[config.mk]
export PLATFORM = sky130hd
export DESIGN_NAME = icache_ctrl_fsm
export DESIGN_NICKNAME = d
export VERILOG_FILES = /design/src/rtl/icache_pkg.sv /design/src/rtl/icache_refill_cnt.sv /design/src/rtl/icache_ctrl_fsm.sv
export SDC_FILE = /design/constraint.sdc
export NUM_CORES = 1
export LEC_CHECK = 0
export BUFFER_PORTS_ARGS = -buffer_cell sky130_fd_sc_hd__buf_2
export CORE_MARGIN = 2
export CORE_UTILIZATION = 49
export CTS_CLUSTER_DIAMETER = 100
export DETAILED_ROUTE_END_ITERATION = 6
export PLACE_DENSITY_LB_ADDON = 0.25
export SLEW_MARGIN = 20
export SYNTH_ARGS = -nofsm -noshare
export SYNTH_HDL_FRONTEND = slang
export SYNTH_SLANG_ARGS = --single-unit
[constraint.sdc]
create_clock -name clk -period 2.1 [get_ports clk]
set_clock_uncertainty 0.05 [all_clocks]
set_input_delay 0.21 -clock clk [delete_from_list [all_inputs] [get_ports clk]]
set_output_delay 0.21 -clock clk [all_outputs]
set_load 0.01 [all_outputs]
[src/rtl/icache_pkg.sv]
// Shared definitions for the instruction-cache control block: state encoding,
// geometry derivation and the line-straddle test.
package icache_pkg;

    typedef enum logic [2:0] {
        IDLE    = 3'd0,
        REQ_LO  = 3'd1,
        DATA_LO = 3'd2,
        REQ_HI  = 3'd3,
        DATA_HI = 3'd4,
        RESUME  = 3'd5,
        FLUSH   = 3'd6
    } icache_state_e;

    // Memory beats needed to fill one line.
    function automatic int calc_beats(input int line_bytes, input int bus_bytes);
        return line_bytes / bus_bytes;
    endfunction

    // Beat counter width; never narrower than one bit so a single-beat line still has a port.
    function automatic int calc_beat_w(input int beats);
        return (beats > 1) ? $clog2(beats) : 1;
    endfunction

    // Set index width.
    function automatic int calc_idx_w(input int sets);
        return (sets > 1) ? $clog2(sets) : 1;
    endfunction

    // A fetch straddles when its last byte falls in the following line.
    function automatic logic is_straddle(input int offset, input int line_bytes,
                                         input int instr_bytes);
        return offset > (line_bytes - instr_bytes);
    endfunction

endpackage

[src/rtl/icache_refill_cnt.sv]
// Beat counter shared by both refill data phases. Wraps to zero after the
// last beat and flags that beat combinationally.
module icache_refill_cnt #(
    parameter int BEATS  = 4,
    parameter int BEAT_W = 2
) (
    input  logic              clk,
    input  logic              rst,
    input  logic              clr_i,
    input  logic              inc_i,
    output logic [BEAT_W-1:0] cnt_o,
    output logic              last_o
);

    logic [BEAT_W-1:0] cnt_q, cnt_d;

    assign last_o = (cnt_q == BEAT_W'(BEATS - 1));
    assign cnt_o  = cnt_q;

    // Next count: clear wins over increment, increment wraps on the last beat.
    always_comb begin
        cnt_d = cnt_q;
        if (clr_i)
            cnt_d = '0;
        else if (inc_i)
            cnt_d = last_o ? '0 : cnt_q + BEAT_W'(1);
    end

    // Counter register.
    always_ff @(posedge clk or posedge rst) begin
        if (rst)
            cnt_q <= '0;
        else
            cnt_q <= cnt_d;
    end

endmodule

[src/rtl/icache_ctrl_fsm.sv]
// Instruction-cache control FSM: hit/miss decision (including fetches that
// straddle two lines), multi-beat refills, bus-error reporting and the
// fence.i invalidate-all sweep. Outputs are decoded from state and inputs.
module icache_ctrl_fsm
    import icache_pkg::*;
#(
    parameter int LINE_BYTES  = 16,
    parameter int BUS_BYTES   = 4,
    parameter int INSTR_BYTES = 4,
    parameter int SETS        = 64,
    localparam int BEATS      = calc_beats(LINE_BYTES, BUS_BYTES),
    localparam int OFF_W      = $clog2(LINE_BYTES),
    localparam int BEAT_W     = calc_beat_w(BEATS),
    localparam int IDX_W      = calc_idx_w(SETS)
) (
    input  logic              clk,
    input  logic              rst,
    input  logic              fetch_en_i,
    input  logic              hit_i,
    input  logic              hit_hi_i,
    input  logic [OFF_W-1:0]  block_offset_i,
    input  logic              flush_req_i,
    input  logic              mem_gnt_i,
    input  logic              mem_rvalid_i,
    input  logic              mem_rerr_i,
    output logic              mem_req_o,
    output logic              addr_sel_o,
    output logic              cache_wren_o,
    output logic [BEAT_W-1:0] beat_idx_o,
    output logic              set_valid_o,
    output logic              replace_tag_o,
    output logic              set_valid_hi_o,
    output logic              replace_tag_hi_o,
    output logic              inval_en_o,
    output logic [IDX_W-1:0]  inval_idx_o,
    output logic              stall_o,
    output logic              fetch_fault_o,
    output logic              flush_done_o
);

    icache_state_e     state_q, state_d;
    logic              straddle_q, straddle_d;
    logic              err_q, err_d;
    logic              flush_pend_q, flush_pend_d;
    logic [IDX_W-1:0]  inval_idx_q, inval_idx_d;

    logic              cnt_clr, cnt_inc, cnt_last;
    logic [BEAT_W-1:0] beat_cnt;
    logic              straddle_now;
    logic              err_now;

    assign straddle_now = is_straddle(32'(block_offset_i), LINE_BYTES, INSTR_BYTES);
    // Error status including a faulting beat arriving this cycle.
    assign err_now      = err_q | (mem_rvalid_i & mem_rerr_i);
    assign inval_idx_o  = inval_idx_q;

    icache_refill_cnt #(
        .BEATS  (BEATS),
        .BEAT_W (BEAT_W)
    ) u_refill_cnt (
        .clk    (clk),
        .rst    (rst),
        .clr_i  (cnt_clr),
        .inc_i  (cnt_inc),
        .cnt_o  (beat_cnt),
        .last_o (cnt_last)
    );

    // Next-state and Mealy output decode.
    always_comb begin
        state_d          = state_q;
        straddle_d       = straddle_q;
        err_d            = err_q;
        flush_pend_d     = flush_pend_q;
        inval_idx_d      = inval_idx_q;
        cnt_clr          = 1'b0;
        cnt_inc          = 1'b0;
        mem_req_o        = 1'b0;
        addr_sel_o       = 1'b0;
        cache_wren_o     = 1'b0;
        beat_idx_o       = '0;
        set_valid_o      = 1'b0;
        replace_tag_o    = 1'b0;
        set_valid_hi_o   = 1'b0;
        replace_tag_hi_o = 1'b0;
        inval_en_o       = 1'b0;
        stall_o          = 1'b0;
        fetch_fault_o    = 1'b0;
        flush_done_o     = 1'b0;

        // Refill bursts are never aborted: a flush arriving mid-refill waits for RESUME.
        if (flush_req_i && state_q != IDLE && state_q != FLUSH)
            flush_pend_d = 1'b1;

        case (state_q)
            IDLE: begin
                if (flush_req_i) begin
                    stall_o = 1'b1;
                    state_d = FLUSH;
                end else if (fetch_en_i) begin
                    straddle_d = straddle_now;
                    if (!hit_i) begin
                        stall_o = 1'b1;
                        state_d = REQ_LO;
                    end else if (straddle_now && !hit_hi_i) begin
                        stall_o = 1'b1;
                        state_d = REQ_HI;
                    end
                end
            end

            REQ_LO, REQ_HI: begin
                stall_o    = 1'b1;
                mem_req_o  = 1'b1;
                addr_sel_o = (state_q == REQ_HI);
                if (mem_gnt_i) begin
                    cnt_clr = 1'b1;
                    state_d = (state_q == REQ_HI) ? DATA_HI : DATA_LO;
                end
            end

            DATA_LO, DATA_HI: begin
                stall_o    = 1'b1;
                addr_sel_o = (state_q == DATA_HI);
                if (mem_rvalid_i) begin
                    cache_wren_o = 1'b1;
                    beat_idx_o   = beat_cnt;
                    cnt_inc      = 1'b1;
                    if (mem_rerr_i)
                        err_d = 1'b1;
                    if (cnt_last) begin
                        if (err_now) begin
                            fetch_fault_o = 1'b1;
                        end else if (state_q == DATA_LO) begin
                            set_valid_o   = 1'b1;
                            replace_tag_o = 1'b1;
                        end else begin
                            set_valid_hi_o   = 1'b1;
                            replace_tag_hi_o = 1'b1;
                        end
                        // Second line is only fetched when the first one arrived intact.
                        if (state_q == DATA_LO && straddle_q && !hit_hi_i && !err_now)
                            state_d = REQ_HI;
                        else
                            state_d = RESUME;
                    end
                end
            end

            RESUME: begin
                stall_o = 1'b1;
                err_d   = 1'b0;
                if (flush_pend_q || flush_req_i) begin
                    flush_pend_d = 1'b0;
                    state_d      = FLUSH;
                end else begin
                    state_d = IDLE;
                end
            end

            FLUSH: begin
                stall_o     = 1'b1;
                inval_en_o  = 1'b1;
                inval_idx_d = inval_idx_q + IDX_W'(1);
                if (inval_idx_q == IDX_W'(SETS - 1)) begin
                    flush_done_o = 1'b1;
                    inval_idx_d  = '0;
                    state_d      = IDLE;
                end
            end

            default: state_d = IDLE;
        endcase
    end

    // State and flag registers.
    always_ff @(posedge clk or posedge rst) begin
        if (rst) begin
            state_q      <= IDLE;
            straddle_q   <= 1'b0;
            err_q        <= 1'b0;
            flush_pend_q <= 1'b0;
            inval_idx_q  <= '0;
        end else begin
            state_q      <= state_d;
            straddle_q   <= straddle_d;
            err_q        <= err_d;
            flush_pend_q <= flush_pend_d;
            inval_idx_q  <= inval_idx_d;
        end
    end

endmodule

# Word level (Yosys, flattened, before mapping)
# Index checks and enable logic that the tools add are counted.
[op_classes]
magnitude_cmp = 1
n_bitwise = 3
add_sub_neg = 2
n_reduce_logical = 19
mux = 52
eq_ne = 16
[op_table]
columns = ["operator", "n"]
rows = [
  ["$mux W3", 11],
  ["$mux W1", 31],
  ["$pmux W3 S5", 1],
  ["$mux W2", 5],
  ["$eq A3 B3 Y1 const B", 3],
  ["$ne A2 B2 Y1 const B", 4],
  ["$add A6 B1 Y6 const B", 1],
  ["$eq A3 B2 Y1 const B", 2],
  ["$eq A6 B6 Y1 const B", 1],
  ["$logic_and A1 B1 Y1", 6],
  ["$mux W6", 1],
  ["$ne A3 B3 Y1 const B", 2],
  ["$pmux W1 S2", 3],
  ["$reduce_and A3 Y1", 2],
  ["$reduce_and A6 Y1", 1],
  ["$reduce_or A6 Y1", 1],
  ["$gt A4 B4 Y1 const B", 1],
  ["$ne A4 B4 Y1 const B", 1],
  ["$reduce_bool A2 Y1", 2],
  ["$reduce_or A2 Y1", 2],
  ["$eq A3 B1 Y1 const B", 1],
  ["$logic_not A3 Y1", 1],
  ["$reduce_bool A3 Y1", 1],
  ["$add A2 B1 Y2 const B", 1],
  ["other kinds (7)", 8],
]
[totals]
in_bits = 13
word_cells = 99
output_inout_bits = 19
register_bits = 14

# Longest topological paths before layout
# Gate-level depths: netlist of run 1.
[logic_depth]
word_depth = 8
ltp_mapped = 7
ltp_nobuf = 6

# Cells and area by module
# Synthesis of run 1 repeated with hierarchy kept, for this count alone.
[hier_totals]
hier_cells = 106
area_unflattened_um2 = 928.4
[modules_own_cells]
columns = ["module", "instances", "cells_per_inst", "area_each_um2", "seq_area_each_um2"]
rows = [
  ["icache_ctrl_fsm", 1, 97, 824.5, 300.3],
  ["icache_refill_cnt", 1, 9, 103.8, 50.0],
]

# Worst setup path before layout of run 1
# OpenSTA, ideal clock, no wires.
[synth_timing]
kind = "register to output"
start = "register state_q[0]"
end = "output set_valid_hi_o"
stages_incl_launch_ff = 5
path_buffers = 1
setup_slack_ns = 0.527
required_time_ns = 1.840
arrival_ns = 1.313
path_cell_list = "dfrtp_1 and2b_1 nand3_1 nor3b_1 buf_4"
[synth_via]
elab_chain_len = 6
word_cells_on_any_way = 8
cone_classes = "eq/ne (2); mux (5); reduce/logical (1)"
[synth_lines]
columns = ["element", "line", "source"]
rows = [
  ["start, declared", "icache_ctrl_fsm.sv:41", "icache_state_e state_q, state_d;"],
  ["start signal, assigned", "icache_ctrl_fsm.sv:185", "state_q <= state_d;"],
  ["$eq A3 B2 Y1", "--", ""],
  ["$mux W1 (4 in a row)", "--", ""],
  ["$mux W1 (*)", "--", ""],
  ["end, declared", "icache_ctrl_fsm.sv:32", "output logic set_valid_hi_o,"],
]
# Mark *: on every way between the ends. The rest lies on a longest branch, timed or not.

# Worst setup path in the final report of run 1
[layout_timing]
start = "register state_q[0]"
end = "output replace_tag_hi_o"
[layout_via]
elab_chain_len = 6
word_cells_on_any_way = 8
cone_classes = "eq/ne (2); mux (5); reduce/logical (1)"
[layout_lines]
columns = ["element", "line", "source"]
rows = [
  ["$eq A3 B2 Y1", "icache_ctrl_fsm.sv:95, icache_ctrl_fsm.sv:134", ""],
  ["$mux W1", "icache_ctrl_fsm.sv:134", "end else if (state_q == DATA_LO) begin"],
  ["$mux W1", "icache_ctrl_fsm.sv:132", "if (err_now) begin"],
  ["$mux W1", "icache_ctrl_fsm.sv:131", "if (cnt_last) begin"],
  ["$mux W1", "icache_ctrl_fsm.sv:125", "if (mem_rvalid_i) begin"],
  ["$mux W1 (*)", "icache_ctrl_fsm.sv:95", "case (state_q)"],
  ["end, declared", "icache_ctrl_fsm.sv:33", "output logic replace_tag_hi_o,"],
]
# Marks and branches as above.

==> qor.csv, run 1 <==
metric,value,unit
outcome,"complete, no violations",
worstHoldPathCells,3,
cts_tree,built,
fin_nets,156,
drtAntennaViolNets,0,
htree_levels,1,
place_area,1090,um2
ir_worst_vdd,0.698,mV
grt.overflow.total,0,
drv_slew,0,
start_util,53.4,%
power_frac_seq,37.6,%
drt_iter0_drc,20,
ys_types,40,
dieArea,2310,um2
cp-start-kind,flip-flop,
path_class,reg2out,
hold_violations,0,
avgRoutedWirePerCell,13.0,um
port_buffers,31,
cts_setup_buffers,0,
ys_warn_count,0,
tns,0,ps
reg2reg_from,state_q[0],
rows,15,
avgViaCountPerCell,5.56,
die_x,48.1,um
intPower,0.794,mW
design.core.area,1780,um2
syn_area_per_cell,8.66,um2
syn_inst,110,
cts-buffers-inserted,3,
reg2reg_to,state_q[1],
layout_common_cells,"buf_2, dfrtp_1, nand2_1",
cp-end-kind,output pin,
clk_pin_slew,80,ps
critPathArrivalTime,1690,ps
post-synth-top-area-cell,dfrtp_1,
syn_nets,125,
diodes,0,
clock.fmax,513,MHz
routed_wl,2150,um
totalPowerFinal,1.40,mW
min_from,fetch_en_i,
num_vias,917,
tightest_slew,553,ps
synth_top_area_share,36.8,%
dieHeight,48.1,um
area_delta_synth_final,20.6,%
fin_crit,1950,ps
antenna_found_initial,0,
holdPathEnd,straddle_q,
reg2reg_depth,6,
place_hpwl,1690,um
maxSlewHeadroom,63.1,%
dp_cells,160,
stdcell_count,165,
p_switching,0.611,mW
clock_latency,280,ps
ctsLongestPathBuffers,2,
drt_pass1_iterations,4,
grt_usage,20.7,%
p_leak,0.557,nW
drc_errors,0,
rsz0062_at_grt,no,
synth_seq_cells,14,
io_pins,32,
root_buffer,clkbuf_4,
grt_pass1_wl,3220,um
cp.required,1840,ps
final_common_cell,buf_2,
fin_area,1150,um2
synth.area.top_cells,"dfrtp_1, o21ai_0, nand2_1",
layout-drive-gt1-share,32.9,%
grt_max_degree,16,
cap_violations,0,
critPathMaxFanout,15,
rrSetupSlack,390,ps
grt_pass1_vias,778,
ys_seq_area_share,36.8,%
netlist_area,952,um2
cts_sinks,14,
place_congestion,0.837,
setup_violations,0,
timing.final.crit_share,92.9,%
sw_frac_of_total,43.5,%
p_comb_share,48.6,%
clkPwrFrac,13.8,%
power-per-cell-area,1220,nW/um2
worstHoldPathType,in2reg,
[worst max path at each step]
stage,start,to,slack (ps),cells past startpoint
floorplan,state_q[0],set_valid_hi_o,530,4
global placement,state_q[1],stall_o,390,4
detailed placement,state_q[1],stall_o,310,4
CTS,state_q[1],stall_o,80,4
global route,state_q[0],fetch_fault_o,30,4
finish,state_q[0],replace_tag_hi_o,150,4
[area by class of cell]
class                      instances  area (um2)
fill                             150         634
tap                               25        31.3
timing repair buffer              33         173
inverter                           6        22.5
clock buffer                       4        36.3
multi-input combinational         83         534
sequential                        14         352
[critical path: stages (launching register included)]
cell and delay (ps):
dfrtp_1 540, and2b_1 330, nand3_1 110, nor3b_1 250
buf_2 180
[synth_stat cells]
cell type	instances
a31oi_1	1
and3_1	2
a211o_1	2
or3b_1	1
nor3_1	5
or2_2	1
clkbuf_1	1
ha_1	2
mux2i_1	2
a2111o_1	1
a21oi_1	3
nor3b_1	1
and3b_1	1
nand2_1	12
nor2b_1	3
nand3_1	4
nand2b_1	2
a22o_1	1
o21ai_1	1
o221ai_1	2
xnor2_1	2
buf_4	2
xor2_1	2
nor2_1	8
buf_6	2
a31oi_2	1
and2_1	4
o21ai_0	9
and2b_1	1
inv_2	2
buf_2	2
nor4_1	1
o32a_1	1
nand3b_2	1
o2111ai_2	1
inv_1	4
o211ai_1	2
dfrtp_1	14
o21ai_2	2
or3_1	1
[state kept, by name (all words and copies together) (netlist names)]
register            cells
inval_idx_o             6
state_q                 3
u_refill_cnt.cnt_o      2
err_q                   1
flush_pend_q            1
straddle_q              1
[what timing repair did]
item                                    4_1_cts  5_1_grt
hold endpoints to repair                     14        0
pin swaps                                     0        0
hold buffers                                  1        0
gates cloned                                  0        0
endpoints found under the setup margin        1        2
gates resized for setup                       1        1
[power groups by stage]
| stage | sequential [mW] | combinational, mW | clock (mW) |
|---|---|---|---|
| after global placement | 0.523 | 0.656 | 0 |
| after floorplan | 0.476 | 0.548 | 0 |
| final | 0.529 | 0.682 | 0.194 |
| after global routing | 0.548 | 0.769 | 0.212 |
| after detailed placement | 0.529 | 0.682 | 0 |
| after CTS | 0.526 | 0.688 | 0.201 |
[per-layer routing]
layer  vias to the layer above  global-route usage, %  share of wire [%]
li1                        448                      -                  -
met5                         -                      0                  0
met4                         0                   9.19                1.8
met1                       433                   25.7                 43
met3                         5                   3.77                6.3
met2                        31                   34.9                 49
[through the flow]
stage          setup WS [ps]  util [%]  hold WS, ps
2_1_floorplan            527         -         49.2
3_3_place_gp             393      61.4          238
3_5_place_dp             310      61.4          252
4_1_cts                 83.1      64.4          170
5_1_grt                 30.9      64.4          170
6_report                 149      64.4          173
[kinds of logic (layout without fill, tap and decap cells)]
| group | Yosys count | in the layout | synth area share (%) |
|---|---|---|---|
| buffers and inverters | 13 | 43 | 7.75 |
| XOR/XNOR | 4 | 4 | 3.68 |
| AND/OR/NAND/NOR | 48 | 48 | 26.4 |
| multiplexers | 2 | 2 | 2.10 |
| flip-flops | 14 | 14 | 36.8 |
| adder cells (fa/ha/maj) | 2 | 2 | 2.63 |
| AO/OA/AOI/OAI | 27 | 27 | 20.6 |
Note: power is estimated with default switching activity, not from simulation.
==> run 2: changes to the inputs <==
--- a/config.mk
+++ b/config.mk
@@ -7,7 +7,7 @@
 export LEC_CHECK = 0
 export BUFFER_PORTS_ARGS = -buffer_cell sky130_fd_sc_hd__buf_2
 export CORE_MARGIN = 2
-export CORE_UTILIZATION = 49
+export CORE_UTILIZATION = 45
 export CTS_CLUSTER_DIAMETER = 100
 export DETAILED_ROUTE_END_ITERATION = 6
 export PLACE_DENSITY_LB_ADDON = 0.25
==> run 2 against run 1 <==
Effect of this change: die area up 8.1%; final cell count up 1.2%; setup slack improved by 32 ps; count of clock-buffer cells in the layout unchanged; via count fell by 0.87%; first-iteration DRC count is 30% lower; largest cell class unchanged; largest power group unchanged.
==> qor.csv, run 2 (synthesized netlist as in run 1, its figures left out) <==
metric,value,unit,change
outcome,"complete, no violations",,unchanged
dp_cells,162,,was 160
reg2reg_depth,5,,was 6
clock.fmax,521,MHz,was 513 MHz
ctsLongestPathBuffers,2,,unchanged
tightest_slew,554,ps,was 553 ps
routed_wl,2040,um,was 2150 um
power_frac_seq,37.8,%,was 37.6%
worstHoldPathCells,3,,unchanged
start_util,48.0,%,was 53.4%
critPathMaxFanout,9,,was 15
min_from,fetch_en_i,,unchanged
reg2reg_from,state_q[0],,unchanged
htree_levels,1,,unchanged
largest_reg_flops,6,,unchanged
cp.required,1840,ps,about the same
hold_slack,154,ps,was 173 ps
totalPowerFinal,1.40,mW,about the same
ir_worst_vdd,0.698,mV,about the same
rows,16,,was 15
cp-start-kind,flip-flop,,unchanged
drt_iter0_drc,14,,was 20
avgViaCountPerCell,5.44,,was 5.56
intPower,0.791,mW,was 0.794 mW
final_common_cell,buf_2,,unchanged
avgRoutedWirePerCell,12.2,um,was 13.0 um
reg2reg_to,inval_idx_o[5],,was state_q[1]
rrSetupSlack,400,ps,was 390 ps
layout-drive-gt1-share,32.9,%,unchanged
dieHeight,50,um,was 48.1 um
worstHoldPathType,in2reg,,unchanged
cap_violations,0,,unchanged
rsz0062_at_grt,no,,unchanged
area_delta_synth_final,20.9,%,was 20.6%
cts_setup_buffers,0,,unchanged
p_comb_share,47.9,%,was 48.6%
clkPwrFrac,14.3,%,was 13.8%
cp-end-kind,output pin,,unchanged
stdcell_count,167,,was 165
p_switching,0.609,mW,was 0.611 mW
tns,0,ps,unchanged
grt.overflow.total,0,,unchanged
hold_violations,0,,unchanged
grt_usage,17.6,%,was 20.7%
root_buffer,clkbuf_4,,unchanged
p_leak,0.557,nW,unchanged
layout_common_cells,"buf_2, dfrtp_1, nand2_1",,unchanged
cts-buffers-inserted,3,,unchanged
cts_tree,built,,unchanged
num_vias,909,,was 917
power-per-cell-area,1220,nW/um2,about the same
sw_frac_of_total,43.5,%,about the same
place_congestion,0.825,,was 0.837
place_hpwl,1610,um,was 1690 um
cts_sinks,14,,unchanged
dieArea,2500,um2,was 2310 um2
finish.utilization,58.1,%,was 64.4%
clock_latency,280,ps,about the same
drt_pass1_iterations,5,,was 4
maxSlewHeadroom,63.0,%,was 63.1%
drc_errors,0,,unchanged
die_x,50,um,was 48.1 um
antenna_found_initial,0,,unchanged
setup_violations,0,,unchanged
design.core.area,1980,um2,was 1780 um2
drtAntennaViolNets,0,,unchanged
grt_max_degree,16,,unchanged
timing.final.crit_share,91.4,%,was 92.9%
fin_crit,1920,ps,was 1950 ps
place_area,1100,um2,was 1090 um2
grt_pass1_vias,766,,was 778
place_ws,324,ps,was 310 ps
fin_ws,181,ps,was 149 ps
path_class,reg2out,,unchanged
diodes,0,,unchanged
fin_nets,156,,unchanged
drv_slew,0,,unchanged
critPathArrivalTime,1660,ps,was 1690 ps
holdPathEnd,straddle_q,,unchanged
fin_area,1150,um2,about the same
port_buffers,31,,unchanged
grt_pass1_wl,3410,um,was 3220 um
clk_pin_slew,100,ps,was 80 ps
io_pins,32,,unchanged
-- run 2: cell counts in the layout (fill, tap and decap cells not counted) --
Identical to the previous run, type by type.
-- run 2: cell type report --
| type | instances | area, um2 |
|---|---|---|
| Fill cell | 185 | 831 |
| Multi-Input combinational cell | 83 | 534 |
| Sequential cell | 14 | 352 |
| Timing Repair Buffer | 33 | 173 |
| Clock buffer | 4 | 36.3 |
| Tap cell | 27 | 33.8 |
| Inverter | 6 | 22.5 |
-- run 2: timing repair --
action | 4_1_cts | 5_1_grt
endpoints found under the hold margin | 14 | 0
gates resized for setup | 0 | 2
setup endpoints to repair | 0 | 2
hold buffers | 1 | 0
-- run 2: per-layer routing --
metal / wire length, um / track usage, %
met1: 932 / 24.4
met2: 967 / 28.5
met3: 131 / 3.94
met4: 8 / 2.78
met5: 0 / 0
-- run 2: worst max-delay path, stage by stage, from the launching register on --
cell and delay (ps):
dfrtp_1 510, nor4_2 360, o221ai_1 210, and2_1 170, buf_2 130
-- run 2: worst max-delay path by stage --
| stage | start | to | slack [ps] | cells after the start |
|---|---|---|---|---|
| floorplan | state_q[0] | set_valid_hi_o | 530 | 4 |
| global placement | state_q[1] | stall_o | 410 | 4 |
| detailed placement | state_q[1] | stall_o | 320 | 4 |
| CTS | state_q[1] | stall_o | 5 | 4 |
| global route | state_q[0] | set_valid_hi_o | 50 | 4 |
| finish | state_q[2] | stall_o | 180 | 4 |
-- run 2: power by group through the flow --
stage	logic, mW	registers, mW	clock network (mW)
final	0.670	0.529	0.201
after global routing	0.768	0.555	0.216
after CTS	0.676	0.524	0.206
after detailed placement	0.672	0.529	0
after global placement	0.662	0.520	0
after floorplan	0.548	0.476	0
==> run 3: changes to the inputs <==
--- a/config.mk
+++ b/config.mk
@@ -5,6 +5,7 @@
 export SDC_FILE = /design/constraint.sdc
 export NUM_CORES = 1
 export LEC_CHECK = 0
+export ABC_AREA = 1
 export BUFFER_PORTS_ARGS = -buffer_cell sky130_fd_sc_hd__buf_2
 export CORE_MARGIN = 2
 export CORE_UTILIZATION = 45
==> run 3 against run 2 <==
Effect of this change: die area grew 3.0%; final area up 2.9%; core utilization grew 1.1 points; fmax rose by 0.95%; largest cell class unchanged; largest power group unchanged; non-clock buffer count is 1 lower; routed wire length fell by 1.4%; final cell count up 16%; flip-flop and latch count unchanged.
==> qor.csv, run 3 <==
metric,value,unit,change
outcome,"complete, no violations",,unchanged
layout-drive-gt1-share,35.3,%,was 32.9%
grt_usage,18.8,%,was 17.6%
finish.utilization,59.2,%,was 58.1%
cp-start-kind,flip-flop,,unchanged
ys_types,27,,was 40
antenna_found_initial,0,,unchanged
post-synth-top-count-cell,nand2_1,,was dfrtp_1
avgRoutedWirePerCell,10.4,um,was 12.2 um
cts_sinks,14,,unchanged
ys_seq_area_share,35.6,%,was 36.8%
totalPowerFinal,1.60,mW,was 1.40 mW
cap_violations,0,,unchanged
clock.fmax,526,MHz,was 521 MHz
timing.final.crit_share,90.5,%,was 91.4%
p_leak,0.685,nW,was 0.557 nW
netlist_area,983,um2,was 952 um2
critPathArrivalTime,1640,ps,was 1660 ps
clk_pin_slew,90,ps,was 100 ps
rrSetupSlack,590,ps,was 400 ps
final_common_cell,nand2_1,,was buf_2
grt_pass1_vias,846,,was 766
drv_slew,0,,unchanged
cts_tree,built,,unchanged
synth_seq_cells,14,,unchanged
reg2reg_from,state_q[2],,was state_q[0]
worstHoldPathCells,3,,unchanged
synth.area.top_cells,"dfrtp_1, nand2_1, nor2_1",,"was dfrtp_1, o21ai_0, nand2_1"
fillers,201,,was 185
tightest_slew,542,ps,was 554 ps
hold_violations,0,,unchanged
synthTopCellsByCount,"nand2_1, nor2_1, inv_1",,"was dfrtp_1, nand2_1, o21ai_0"
drtAntennaViolNets,0,,unchanged
place_ws,545,ps,was 324 ps
reg2reg_depth,5,,unchanged
drt_iter0_drc,18,,was 14
dieArea,2580,um2,was 2500 um2
path_class,reg2out,,unchanged
grt_pass1_wl,3640,um,was 3410 um
cp.required,1840,ps,about the same
cts-buffers-inserted,3,,unchanged
min_from,fetch_en_i,,unchanged
synth_edf_count,0,,unchanged
stdcell_count,194,,was 167
start_util,49.1,%,was 48.0%
layout_common_cells,"nand2_1, buf_2, nor2_1",,"was buf_2, dfrtp_1, nand2_1"
multi_input_area,528,um2,was 534 um2
area_delta_synth_final,20.5,%,was 20.9%
post-synth-top-area-cell,dfrtp_1,,unchanged
io_pins,32,,unchanged
dp_cells,189,,was 162
final-seq-area,350,um2,was 352 um2
place_congestion,0.785,,was 0.825
syn_inst,135,,was 110
place_hpwl,1630,um,was 1610 um
root_buffer,clkbuf_4,,unchanged
routed_wl,2010,um,was 2040 um
port_buffers,31,,unchanged
syn_area_per_cell,7.28,um2,was 8.66 um2
die_x,50.8,um,was 50 um
cp-end-kind,output pin,,unchanged
ctsLongestPathBuffers,2,,unchanged
worstHoldPathType,in2reg,,unchanged
maxSlewHeadroom,63.8,%,was 63.0%
async_reset_ff_share,100,%,unchanged
largest_reg_flops,6,,unchanged
reg2reg_to,inval_idx_o[5],,unchanged
clock_latency,290,ps,was 280 ps
avgViaCountPerCell,4.86,,was 5.44
rows,16,,unchanged
critPathMaxFanout,9,,unchanged
tns,0,ps,unchanged
grt_max_degree,15,,was 16
ys_warn_count,0,,unchanged
syn_nets,150,,was 125
synth_top_area_share,35.6,%,was 36.8%
htree_levels,1,,unchanged
num_vias,942,,was 909
dieHeight,50.8,um,was 50 um
design.core.area,2000,um2,was 1980 um2
holdPathEnd,straddle_q,,unchanged
diodes,0,,unchanged
ir_worst_vdd,0.743,mV,was 0.698 mV
fin_ws,199,ps,was 181 ps
drt_pass1_iterations,5,,unchanged
grt.overflow.total,0,,unchanged
power-per-cell-area,1350,nW/um2,was 1220 nW/um2
drc_errors,0,,unchanged
setup_violations,0,,unchanged
fin_nets,183,,was 156
critPathLaunch,state_q[1],,was state_q[2]
fin_crit,1900,ps,was 1920 ps
cts_resized,0,,unchanged
ys.flop_type,dfrtp_1,,unchanged
rsz0062_at_grt,no,,unchanged
## run 3: changes by cell type in the layout (fill, tap and decap cells not counted), sizes merged, moves of 3 or more
cell and change:
nand2 +29, nor2 +14, inv +13, nand3 +7, o21ai -7, a21oi +4
and2 -4, nor2b -3
## run 3: how the worst max path moves through the flow
stage | end | slack (ps)
after floorplan | set_valid_o | 480
after global routing | stall_o | 60
after detailed placement | stall_o | 540
final | stall_o | 200
after CTS | stall_o | 200
after global placement | stall_o | 600
## run 3: what timing repair did
action | 4_1_cts | 5_1_grt
setup buffers | 0 | 0
hold buffers | 1 | 0
endpoints found under the hold margin | 14 | 0
## run 3: critical path, cell delays in order, from the launching register on
cell	delay, ps
dfrtp_1	520
nor2_2	220
nand2_1	120
nor2_2	120
nand2_2	110
o21a_1	120
buf_2	140
## run 3: logic make-up (layout without fill, tap and decap cells)
logic type	Yosys count	count (layout)	synth area share (%)
AND/OR/NAND/NOR	79	79	40.0
buffers and inverters	23	55	10.7
AO/OA/AOI/OAI	15	15	9.41
flip-flops	14	14	35.6
adder cells (fa/ha/maj)	2	2	2.54
XOR/XNOR	2	2	1.78
## run 3: final cells by class
class / count / area share [%]
sequential: 14 / 29.6
inverter: 19 / 6.02
tap: 27 / 2.85
timing repair buffer: 32 / 13.9
multi-input combinational: 98 / 44.6
clock buffer: 4 / 3.06
## run 3: where the power goes
part | internal, mW | leakage, nW | switching, mW
clock | 0.106 | 0.0210 | 0.0961
combinational | 0.338 | 0.493 | 0.543
sequential | 0.378 | 0.171 | 0.138
## run 3: layer usage
metal | global-route usage, % | up-vias | routed length, um
li1 | - | 493 | -
met2 | 31.4 | 26 | 1010
met5 | 0 | - | 0
met1 | 23.5 | 421 | 853
met3 | 4.76 | 2 | 142
met4 | 6.76 | 0 | 9
## run 3: metrics by stage
step / hold slack [ps] / cell area (um2)
finish: 137 / 1180
global route: 159 / 1180
CTS: 136 / 1180
detailed placement: 235 / 1140
global placement: 233 / 1140
floorplan: 49.2 / 983
